==> src/rtl/mdu_pkg.sv <==
// Shared encodings for the iterative multiply/divide unit.
// Op codes and FSM states match the decode stage and the hazard unit.
package mdu_pkg;

    localparam int MDU_WIDTH = 32;

    typedef enum logic [1:0] {
        OP_MULT  = 2'b00,
        OP_MULTU = 2'b01,
        OP_DIV   = 2'b10,
        OP_DIVU  = 2'b11
    } mdu_op_e;

    typedef enum logic [1:0] {
        ST_IDLE = 2'd0,
        ST_CALC = 2'd1,
        ST_FIX  = 2'd2
    } mdu_state_e;

    function automatic int cnt_width(input int w);
        return (w <= 2) ? 1 : $clog2(w);
    endfunction

    localparam int CNT_W = cnt_width(MDU_WIDTH);

endpackage

==> src/rtl/mdu_step.sv <==
// One radix-2 iteration of the MDU datapath: shift-add for multiply,
// restoring compare-subtract-shift for divide. Purely combinational.
module mdu_step #(
    parameter int WIDTH = 32
) (
    input  logic                 is_div,
    input  logic [2*WIDTH-1:0]   acc_i,
    input  logic [WIDTH-1:0]     operand_i,
    output logic [2*WIDTH-1:0]   acc_o
);

    logic [WIDTH:0] sum;
    logic [WIDTH:0] rem_sh;
    logic [WIDTH:0] diff;

    always_comb begin
        sum    = {1'b0, acc_i[2*WIDTH-1:WIDTH]}
               + {1'b0, (acc_i[0] ? operand_i : {WIDTH{1'b0}})};
        rem_sh = {acc_i[2*WIDTH-1:WIDTH], acc_i[WIDTH-1]};
        diff   = rem_sh - {1'b0, operand_i};

        // A set top bit of diff means the trial subtraction went negative.
        if (is_div) begin
            if (diff[WIDTH]) begin
                acc_o = {rem_sh[WIDTH-1:0], acc_i[WIDTH-2:0], 1'b0};
            end else begin
                acc_o = {diff[WIDTH-1:0], acc_i[WIDTH-2:0], 1'b1};
            end
        end else begin
            acc_o = {sum, acc_i[WIDTH-1:1]};
        end
    end

endmodule

==> src/rtl/mul_div_unit.sv <==
// Iterative multiply/divide unit holding the architectural HI/LO registers.
// Optional macro MDU_DIV0_FLAG_EN adds a div0 flag and a fast divide-by-zero path.
module mul_div_unit
    import mdu_pkg::*;
#(
    parameter int WIDTH = MDU_WIDTH
) (
    input  logic             clk,
    input  logic             reset,
    input  logic             start,
    input  logic [1:0]       op,
    input  logic [WIDTH-1:0] a,
    input  logic [WIDTH-1:0] b,
    input  logic             mthi,
    input  logic             mtlo,
    input  logic [WIDTH-1:0] wdata,
    output logic [WIDTH-1:0] hi,
    output logic [WIDTH-1:0] lo,
    output logic             busy,
`ifdef MDU_DIV0_FLAG_EN
    output logic             div0,
`endif
    output logic             done
);

    localparam int CW = (WIDTH == MDU_WIDTH) ? CNT_W : cnt_width(WIDTH);

    mdu_state_e         state_q, state_d;
    logic [1:0]         op_q, op_d;
    logic               sign_a_q, sign_a_d;
    logic               sign_b_q, sign_b_d;
    logic [CW-1:0]      count_q, count_d;
    logic [2*WIDTH-1:0] acc_q, acc_d;
    logic [WIDTH-1:0]   operand_q, operand_d;
    logic [WIDTH-1:0]   hi_q, hi_d;
    logic [WIDTH-1:0]   lo_q, lo_d;
    logic               busy_q, busy_d;
    logic               done_q, done_d;
`ifdef MDU_DIV0_FLAG_EN
    logic               div0_q, div0_d;
    logic               div0_pend_q, div0_pend_d;
`endif

    logic               signed_in, div_in, sign_a_in, sign_b_in;
    logic [WIDTH-1:0]   abs_a, abs_b;
    logic               signed_q, neg_res, neg_rem;
    logic [2*WIDTH-1:0] product;
    logic [WIDTH-1:0]   quotient, remainder;
    logic [2*WIDTH-1:0] acc_step;

    assign signed_in = (op == OP_MULT) || (op == OP_DIV);
    assign div_in    = (op == OP_DIV) || (op == OP_DIVU);
    assign sign_a_in = signed_in & a[WIDTH-1];
    assign sign_b_in = signed_in & b[WIDTH-1];
    assign abs_a     = sign_a_in ? -a : a;
    assign abs_b     = sign_b_in ? -b : b;

    // Sign fix uses magnitudes computed at launch; the remainder follows the dividend.
    assign signed_q  = (op_q == OP_MULT) || (op_q == OP_DIV);
    assign neg_res   = signed_q & (sign_a_q ^ sign_b_q);
    assign neg_rem   = signed_q & sign_a_q;
    assign product   = neg_res ? -acc_q : acc_q;
    assign quotient  = neg_res ? -acc_q[WIDTH-1:0] : acc_q[WIDTH-1:0];
    assign remainder = neg_rem ? -acc_q[2*WIDTH-1:WIDTH] : acc_q[2*WIDTH-1:WIDTH];

    mdu_step #(.WIDTH(WIDTH)) u_step (
        .is_div    (op_q[1]),
        .acc_i     (acc_q),
        .operand_i (operand_q),
        .acc_o     (acc_step)
    );

    always_comb begin
        state_d   = state_q;
        op_d      = op_q;
        sign_a_d  = sign_a_q;
        sign_b_d  = sign_b_q;
        count_d   = count_q;
        acc_d     = acc_q;
        operand_d = operand_q;
        hi_d      = hi_q;
        lo_d      = lo_q;
        busy_d    = busy_q;
        done_d    = 1'b0;
`ifdef MDU_DIV0_FLAG_EN
        div0_d      = 1'b0;
        div0_pend_d = div0_pend_q;
`endif

        case (state_q)
            ST_IDLE: begin
                if (start) begin
                    op_d     = op;
                    sign_a_d = sign_a_in;
                    sign_b_d = sign_b_in;
                    busy_d   = 1'b1;
`ifdef MDU_DIV0_FLAG_EN
                    if (div_in && (b == '0)) begin
                        acc_d       = {a, {WIDTH{1'b1}}};
                        div0_pend_d = 1'b1;
                        state_d     = ST_FIX;
                    end else
`endif
                    begin
                        count_d   = CW'(WIDTH - 1);
                        acc_d     = {{WIDTH{1'b0}}, (div_in ? abs_a : abs_b)};
                        operand_d = div_in ? abs_b : abs_a;
                        state_d   = ST_CALC;
                    end
                end else begin
                    if (mthi) hi_d = wdata;
                    if (mtlo) lo_d = wdata;
                end
            end

            ST_CALC: begin
                acc_d   = acc_step;
                count_d = count_q - 1'b1;
                if (count_q == '0) state_d = ST_FIX;
            end

            ST_FIX: begin
`ifdef MDU_DIV0_FLAG_EN
                if (div0_pend_q) begin
                    hi_d        = acc_q[2*WIDTH-1:WIDTH];
                    lo_d        = acc_q[WIDTH-1:0];
                    div0_d      = 1'b1;
                    div0_pend_d = 1'b0;
                end else
`endif
                if (op_q[1]) begin
                    hi_d = remainder;
                    lo_d = quotient;
                end else begin
                    hi_d = product[2*WIDTH-1:WIDTH];
                    lo_d = product[WIDTH-1:0];
                end
                busy_d  = 1'b0;
                done_d  = 1'b1;
                state_d = ST_IDLE;
            end

            default: state_d = ST_IDLE;
        endcase
    end

    // A reset mid-operation discards the accumulator, so nothing partial reaches HI/LO.
    always_ff @(posedge clk or posedge reset) begin
        if (reset) begin
            state_q     <= ST_IDLE;
            op_q        <= '0;
            sign_a_q    <= 1'b0;
            sign_b_q    <= 1'b0;
            count_q     <= '0;
            acc_q       <= '0;
            operand_q   <= '0;
            hi_q        <= '0;
            lo_q        <= '0;
            busy_q      <= 1'b0;
            done_q      <= 1'b0;
`ifdef MDU_DIV0_FLAG_EN
            div0_q      <= 1'b0;
            div0_pend_q <= 1'b0;
`endif
        end else begin
            state_q     <= state_d;
            op_q        <= op_d;
            sign_a_q    <= sign_a_d;
            sign_b_q    <= sign_b_d;
            count_q     <= count_d;
            acc_q       <= acc_d;
            operand_q   <= operand_d;
            hi_q        <= hi_d;
            lo_q        <= lo_d;
            busy_q      <= busy_d;
            done_q      <= done_d;
`ifdef MDU_DIV0_FLAG_EN
            div0_q      <= div0_d;
            div0_pend_q <= div0_pend_d;
`endif
        end
    end

    assign hi   = hi_q;
    assign lo   = lo_q;
    assign busy = busy_q;
    assign done = done_q;
`ifdef MDU_DIV0_FLAG_EN
    assign div0 = div0_q;
`endif

endmodule
==> config.mk <==
export PLATFORM = sky130hd
export DESIGN_NAME = mul_div_unit
export DESIGN_NICKNAME = d
export VERILOG_FILES = /design/src/rtl/mdu_pkg.sv /design/src/rtl/mdu_step.sv /design/src/rtl/mul_div_unit.sv
export SDC_FILE = /design/constraint.sdc
export NUM_CORES = 1
export LEC_CHECK = 0
export CORE_ASPECT_RATIO = 1.4
export CORE_MARGIN = 2
export CORE_UTILIZATION = 59
export CTS_CLUSTER_SIZE = 20
export DETAILED_ROUTE_END_ITERATION = 10
export GPL_TIMING_DRIVEN = 0
export PLACE_DENSITY_LB_ADDON = 0.12
export RECOVER_POWER = 25
export SYNTH_ARGS = -nofsm -noshare
export SYNTH_HDL_FRONTEND = slang
export SYNTH_HIERARCHICAL = 1
export SYNTH_SLANG_ARGS = --single-unit
==> constraint.sdc <==
create_clock -name clk -period 6.98 [get_ports clk]
set_clock_uncertainty 0.1 [all_clocks]
set_input_delay 1.745 -clock clk [delete_from_list [all_inputs] [get_ports clk]]
set_output_delay 1.745 -clock clk [all_outputs]
set_load 0.01 [all_outputs]
* Yosys cells after proc, flatten, opt, wreduce, memory -nomap -nowiden
Index checks and enable logic that the tools add are counted.
** Storage, ports and cells
- Flip-flop bits (word level) :: 173
- RAM bits :: 0
- ROM bits :: 0
- Bits in latches :: 0
- Output and inout bits :: 66
- Memories :: 0
- Logic and storage cells :: 77
- Input port bits :: 103
** Cells by class
- Muxes and demuxes :: 28
- Reductions and logical operators :: 15
- Multiply operators :: 0
- $lt $le $gt $ge :: 0
- Shifts and indexed selects :: 0
- Bitwise gates (word level) :: 5
- Eq/ne operators :: 10
- Add/sub/neg operators :: 8
- Div/mod/pow operators :: 0
** Operators by type and width (count)
- $mux 32 :: 13
- $mux 64 :: 4
- $neg 32->32 :: 4
- $pmux 32 s2 :: 2
- $pmux 64 s2 :: 1
- $neg 64->64 :: 1
- $add 32x32->33 :: 1
- $sub 33x32->33 :: 1
- $ne 2x2->1 const B :: 5
- $pmux 5 s2 :: 1
- $eq 2x2->1 const B :: 4
- $reduce_and 2->1 :: 4
- $logic_not 2->1 :: 3
- $reduce_and 3->1 :: 2
- $logic_not 5->1 :: 1
- $mux 5 :: 1
- $sub 5x1->5 const B :: 1
- $and 1x1->1 :: 4
- $mux 2 :: 2
- $pmux 2 s2 :: 1
- $reduce_bool 2->1 :: 2
- $logic_or 1x1->1 :: 3
- $eq 2x1->1 const B :: 1
- $mux 1 :: 2
- 2 further kinds :: 2

* Longest topological paths before layout
- Word-level depth :: 7
- Depth in mapped cells :: 16
- Mapped depth without buffers :: 14

* Cells and area by module
Netlist, hierarchy kept.
** Modules (own cells, without submodules)
- mul_div_unit :: area each 11244.5 sq um, cells each 1326, times used 1
- mdu_step :: area each 4820.9 sq um, cells each 688, times used 1

* Least setup slack after synthesis
Ideal clock, no wire load.
- Path kind :: in2reg
- From :: input a[1]
- To :: register acc_q[22]
- Stages :: 8
- Setup slack :: 3.227 ns
- Arrival time :: 3.527 ns
- Library setup time :: 0.126 ns
- Cells stage by stage :: inv_1 > ha_1 > nor2b_1 > nand4_1 > o41ai_1 > xor2_1 > mux2i_1 > a221o_1
** On the way
- Cells in the longest elaborated chain, start to end :: 5
** Ends and longest elaborated chain
- start, declared :: RTL line mul_div_unit.sv:12 : input logic [WIDTH-1:0] a,
- $neg 32->32 :: RTL line mul_div_unit.sv:55 : assign abs_a = sign_a_in ? -a : a;
- $mux 32 :: RTL line mul_div_unit.sv:55
- $mux 32 :: RTL line mul_div_unit.sv:106 : acc_d = {{WIDTH{1'b0}}, (div_in ? abs_a : abs_b)};
- $mux 64 :: RTL line mul_div_unit.sv:92 : if (start) begin
- $pmux 64 s2 :: RTL line mul_div_unit.sv:90 : case (state_q)
- end signal, assigned :: RTL line mul_div_unit.sv:155 : acc_q <= '0;
- end signal, assigned :: RTL line mul_div_unit.sv:171 : acc_q <= acc_d;
- end, declared :: RTL line mul_div_unit.sv:33 : logic [2*WIDTH-1:0] acc_q, acc_d;
Every way passes these cells. The select of a mux whose other input is x is not followed.
A chain may end at the register's enable or synchronous reset.

* Worst setup path after layout
- From :: register acc_q[0]
- To :: register acc_q[63]
** On the way
- Cells in the longest elaborated chain, start to end :: 4
** Ends and longest elaborated chain
- $mux 32 :: RTL line mdu_step.sv:18 : + {1'b0, (acc_i[0] ? operand_i : {WIDTH{1'b0}})};
- $add 32x32->33 :: RTL line mdu_step.sv:18
- $mux 64 :: RTL line mdu_step.sv:23 : if (is_div) begin
- named net acc_step[63] :: RTL line mul_div_unit.sv:49 : logic [2*WIDTH-1:0] acc_step;
- $pmux 64 s2 :: RTL line mul_div_unit.sv:90
The timed path passes the listed nets, and every way through them passes these cells.

==> results.md <==
* Clock tree from TritonCTS: yes
* Final slew viol count at 67
* Die area at 28,600 um^2
* Vias in the first global route at 16.9k
* P&R area growth vs syn at 17.3%
* Critical Path Source Type: register
* Final Instance Count excl. Fillers at 2,580
* GRT Total Usage at 0.451
* DRC violations left at 0
* Met3 wire length at 6400 um
* Fin nets at 2,377
* Sequential element share of the synthesized area at 0.269
* Antenna Violating Nets Remaining at 0
* Most numerous cell in the Yosys netlist: nand2_1
* Setup Buffers After CTS at 0
* Hold crit path type: reg2reg
* Mapped Nets at 2,189
* DR top layer: met4
* RR Endpoint: acc_q[63]$_DFFE_PP0P_
* Worst reg2reg setup slack at 2.13 ns
* Syn Inst Count at 2,014
* MaxCap Viol Count at 1
* Gr ovfl total at 0
* Fmax at 206 MHz
* HPWL after DPL at 50,400 um
* Setup violators final at 0
* Initial Util at 0.599
* Period utilization at 0.695
* Worst hold stages at 2
* Total power at 10.8 mW
* CTS buffer count at 17
* Post-synth cell types at 94
* Setup ws final at 2.13 ns
* Top post-synthesis cells by count: nand2_1 (214), dfrtp_1 (173), a21oi_1 (154)
* CTS H-tree lvls at 4
* Yosys warns at 6
* Share of cells above drive strength 1 at 0.0578
* Most common flop cell mapped by yosys: dfrtp_1
* Routability cong. at 1.05
* Maximum VDD drop at 0.000374 V
* Post-synth top area cell: dfrtp_1
* M1 wire length at 22,200 um
* RSZ-0062 raised after global routing: no
* Root buf cell: clkbuf_16
* Status: finished, violations left
* DRT Pass-1 Iters at 8
* Worst skew pair latency at 0.45 ns
* DR iter-0 viols at 2,261
* Hold Path Origin: busy$_DFFE_PP0P_
* DIE WIDTH at 143 um
* Reg-to-Reg Start: acc_q[0]$_DFFE_PP0P_
* Worst setup EP type: register
* Asr flop ratio synth at 1.00
* Antenna violations before repair at 0
* Ant diodes at 0
* EDFF count, synth at 0
* Number of synthesized register bits at 173
* Least-Margin Pin Slew at 2.97 ns
* PD cells at 575 nW/um^2
* Slew headroom at -0.990
* Worst-path fanout max at 11
* Vias at 17.6k
* Clock Path Buffers at 2
* Routed WL at 65,000 um
* CTS Hold Bufs at 0
* Largest net degree at the start of global routing at 108
* Final core occ at 0.702
* Worst path required time at 7.20 ns
* Placed Cells at 2,548
* # rows at 71
* Die height at 199 um
* Fin crit period at 4.85 ns
* Failing checks: max-capacitance violations, max-slew violations
* Critical Path End: acc_q[63]$_DFFE_PP0P_
* Final hold vios at 0
* Syn avg cell area at 7.98 um^2
* Post-CTS Resized at 0
* Crit Path Category: reg2reg
* Pre-CTS setup slack at 2.12 ns
* First-pass GRT wire length at 97,000 um
* Top area cells in the synthesized netlist: dfrtp_1 (27%), ha_1 (5.5%), xnor2_1 (5.2%)
* Clock Pin Slew Worst Setup and Hold Paths at 0.07 ns
* Drt via density at 6.82
* Leak at 7.58 nW
* Critical Path Source: acc_q[0]$_DFFE_PP0P_
* Met2 Wirelength at 30,000 um
* Critical path arrival at 5.07 ns
* Clk sinks at 173
* Post-Syn Area at 16,100 um^2
* Worst Reg-to-Reg Cells at 15
* Core Box Area at 26,800 um^2
* Top-area cell type share of the netlist area at 0.269
* Port bufs at 168
* WL/cell at 25.2 um
* Top Ports at 169
## layer usage
layer	GRT usage	up-vias
li1	-	7803
met1	0.499	8237
met2	0.736	1213
met3	0.105	335
met4	0.366	0
met5	0	-
## worst min-delay path by stage
| stage | endpoint | slack [ns] |
|---|---|---|
| floorplan | operand_q[23]$_DFFE_PP0P_ | 0.35 |
| global placement | busy$_DFFE_PP0P_ | 0.38 |
| detailed placement | busy$_DFFE_PP0P_ | 0.37 |
| CTS | busy$_DFFE_PP0P_ | 0.39 |
| global route | busy$_DFFE_PP0P_ | 0.43 |
| finish | busy$_DFFE_PP0P_ | 0.40 |
## cell usage in the layout, fill, tap and decap left out, types with 11 or more instances in the layout
cell | Yosys | routed
and3_1 | 26 | 26
xnor2_1 | 96 | 96
nand2b_1 | 17 | 17
nand2_1 | 214 | 214
o31ai_1 | 36 | 36
o221ai_1 | 26 | 26
nor2_1 | 139 | 139
a211oi_1 | 55 | 55
a21oi_1 | 154 | 154
nand3_1 | 33 | 33
clkbuf_1 | 88 | 89
or3_1 | 12 | 12
buf_1 | 17 | 16
clkbuf_16 | 0 | 17
nor4_1 | 30 | 30
nor2b_1 | 43 | 43
o21ai_1 | 25 | 25
mux2_2 | 37 | 37
dfrtp_1 | 173 | 173
o21ai_0 | 133 | 133
ha_1 | 70 | 70
a31oi_1 | 29 | 29
mux2i_1 | 45 | 45
inv_1 | 64 | 63
o41ai_1 | 14 | 14
nor3_1 | 54 | 54
o211ai_1 | 14 | 14
and2_1 | 40 | 40
clkdlybuf4s50_1 | 0 | 167
o21a_1 | 11 | 11
a21o_1 | 38 | 38
xor2_1 | 65 | 65
nand4_1 | 24 | 24
## cell type report
cell class	count	area [um^2]
Fill cell	2240	7990
Tap cell	365	457
Sequential cell	173	4330
Multi-Input combinational cell	1655	11000
Clock inverter	14	171
Buffer	120	522
Inverter	66	249
Clock buffer	18	439
Timing Repair Buffer	169	1710
## registers in the layout, indices dropped and copies added (netlist names)
signal	count
acc_q	64
hi	32
lo	32
operand_q	32
count_q	5
op_q	2
state_q	2
busy	1
done	1
sign_a_q	1
sign_b_q	1
## worst max-delay path, cell delays in order (launching register included)
cell       delay [ns]
dfrtp_1          0.61
clkbuf_1         0.33
and2_1           0.21
ha_1             0.22
fa_1             0.45
a211oi_2         0.29
o21a_1           0.18
o21bai_1         0.13
a2111oi_2        0.74
nor3_1           0.19
o41ai_2          0.47
nor2_1           0.12
a2111oi_0        0.42
a21oi_1          0.10
nand2_1          0.08
o21ai_0          0.08
## power breakdown
part | internal (mW) | total [mW] | switching, mW
Sequential | 1.51 | 2.37 | 0.853
Clock | 0.551 | 1.01 | 0.464
Combinational | 3.10 | 7.46 | 4.36
Total | 5.17 | 10.8 | 5.67
## kinds of logic (layout without fill, tap and decap cells)
| kind of cell | after synthesis | in the layout | share of synthesized area |
|---|---|---|---|
| XOR/XNOR | 161 | 161 | 0.0878 |
| flip-flops | 173 | 173 | 0.269 |
| multiplexers | 83 | 83 | 0.0547 |
| buffers and inverters | 186 | 387 | 0.0479 |
| adder cells (fa/ha/maj) | 72 | 72 | 0.0570 |
| AO/OA/AOI/OAI | 651 | 651 | 0.269 |
| AND/OR/NAND/NOR | 688 | 688 | 0.214 |
## per-stage QoR
stage	setup TNS [ns]	instance area, um^2	hold WS [ns]
after global placement	-270.88	18200	0.381
after detailed placement	0	18200	0.373
after global routing	0	18800	0.426
final	0	18800	0.398
after floorplan	0	16100	0.353
after CTS	0	18800	0.389
Power figures use the tool's default switching activity.
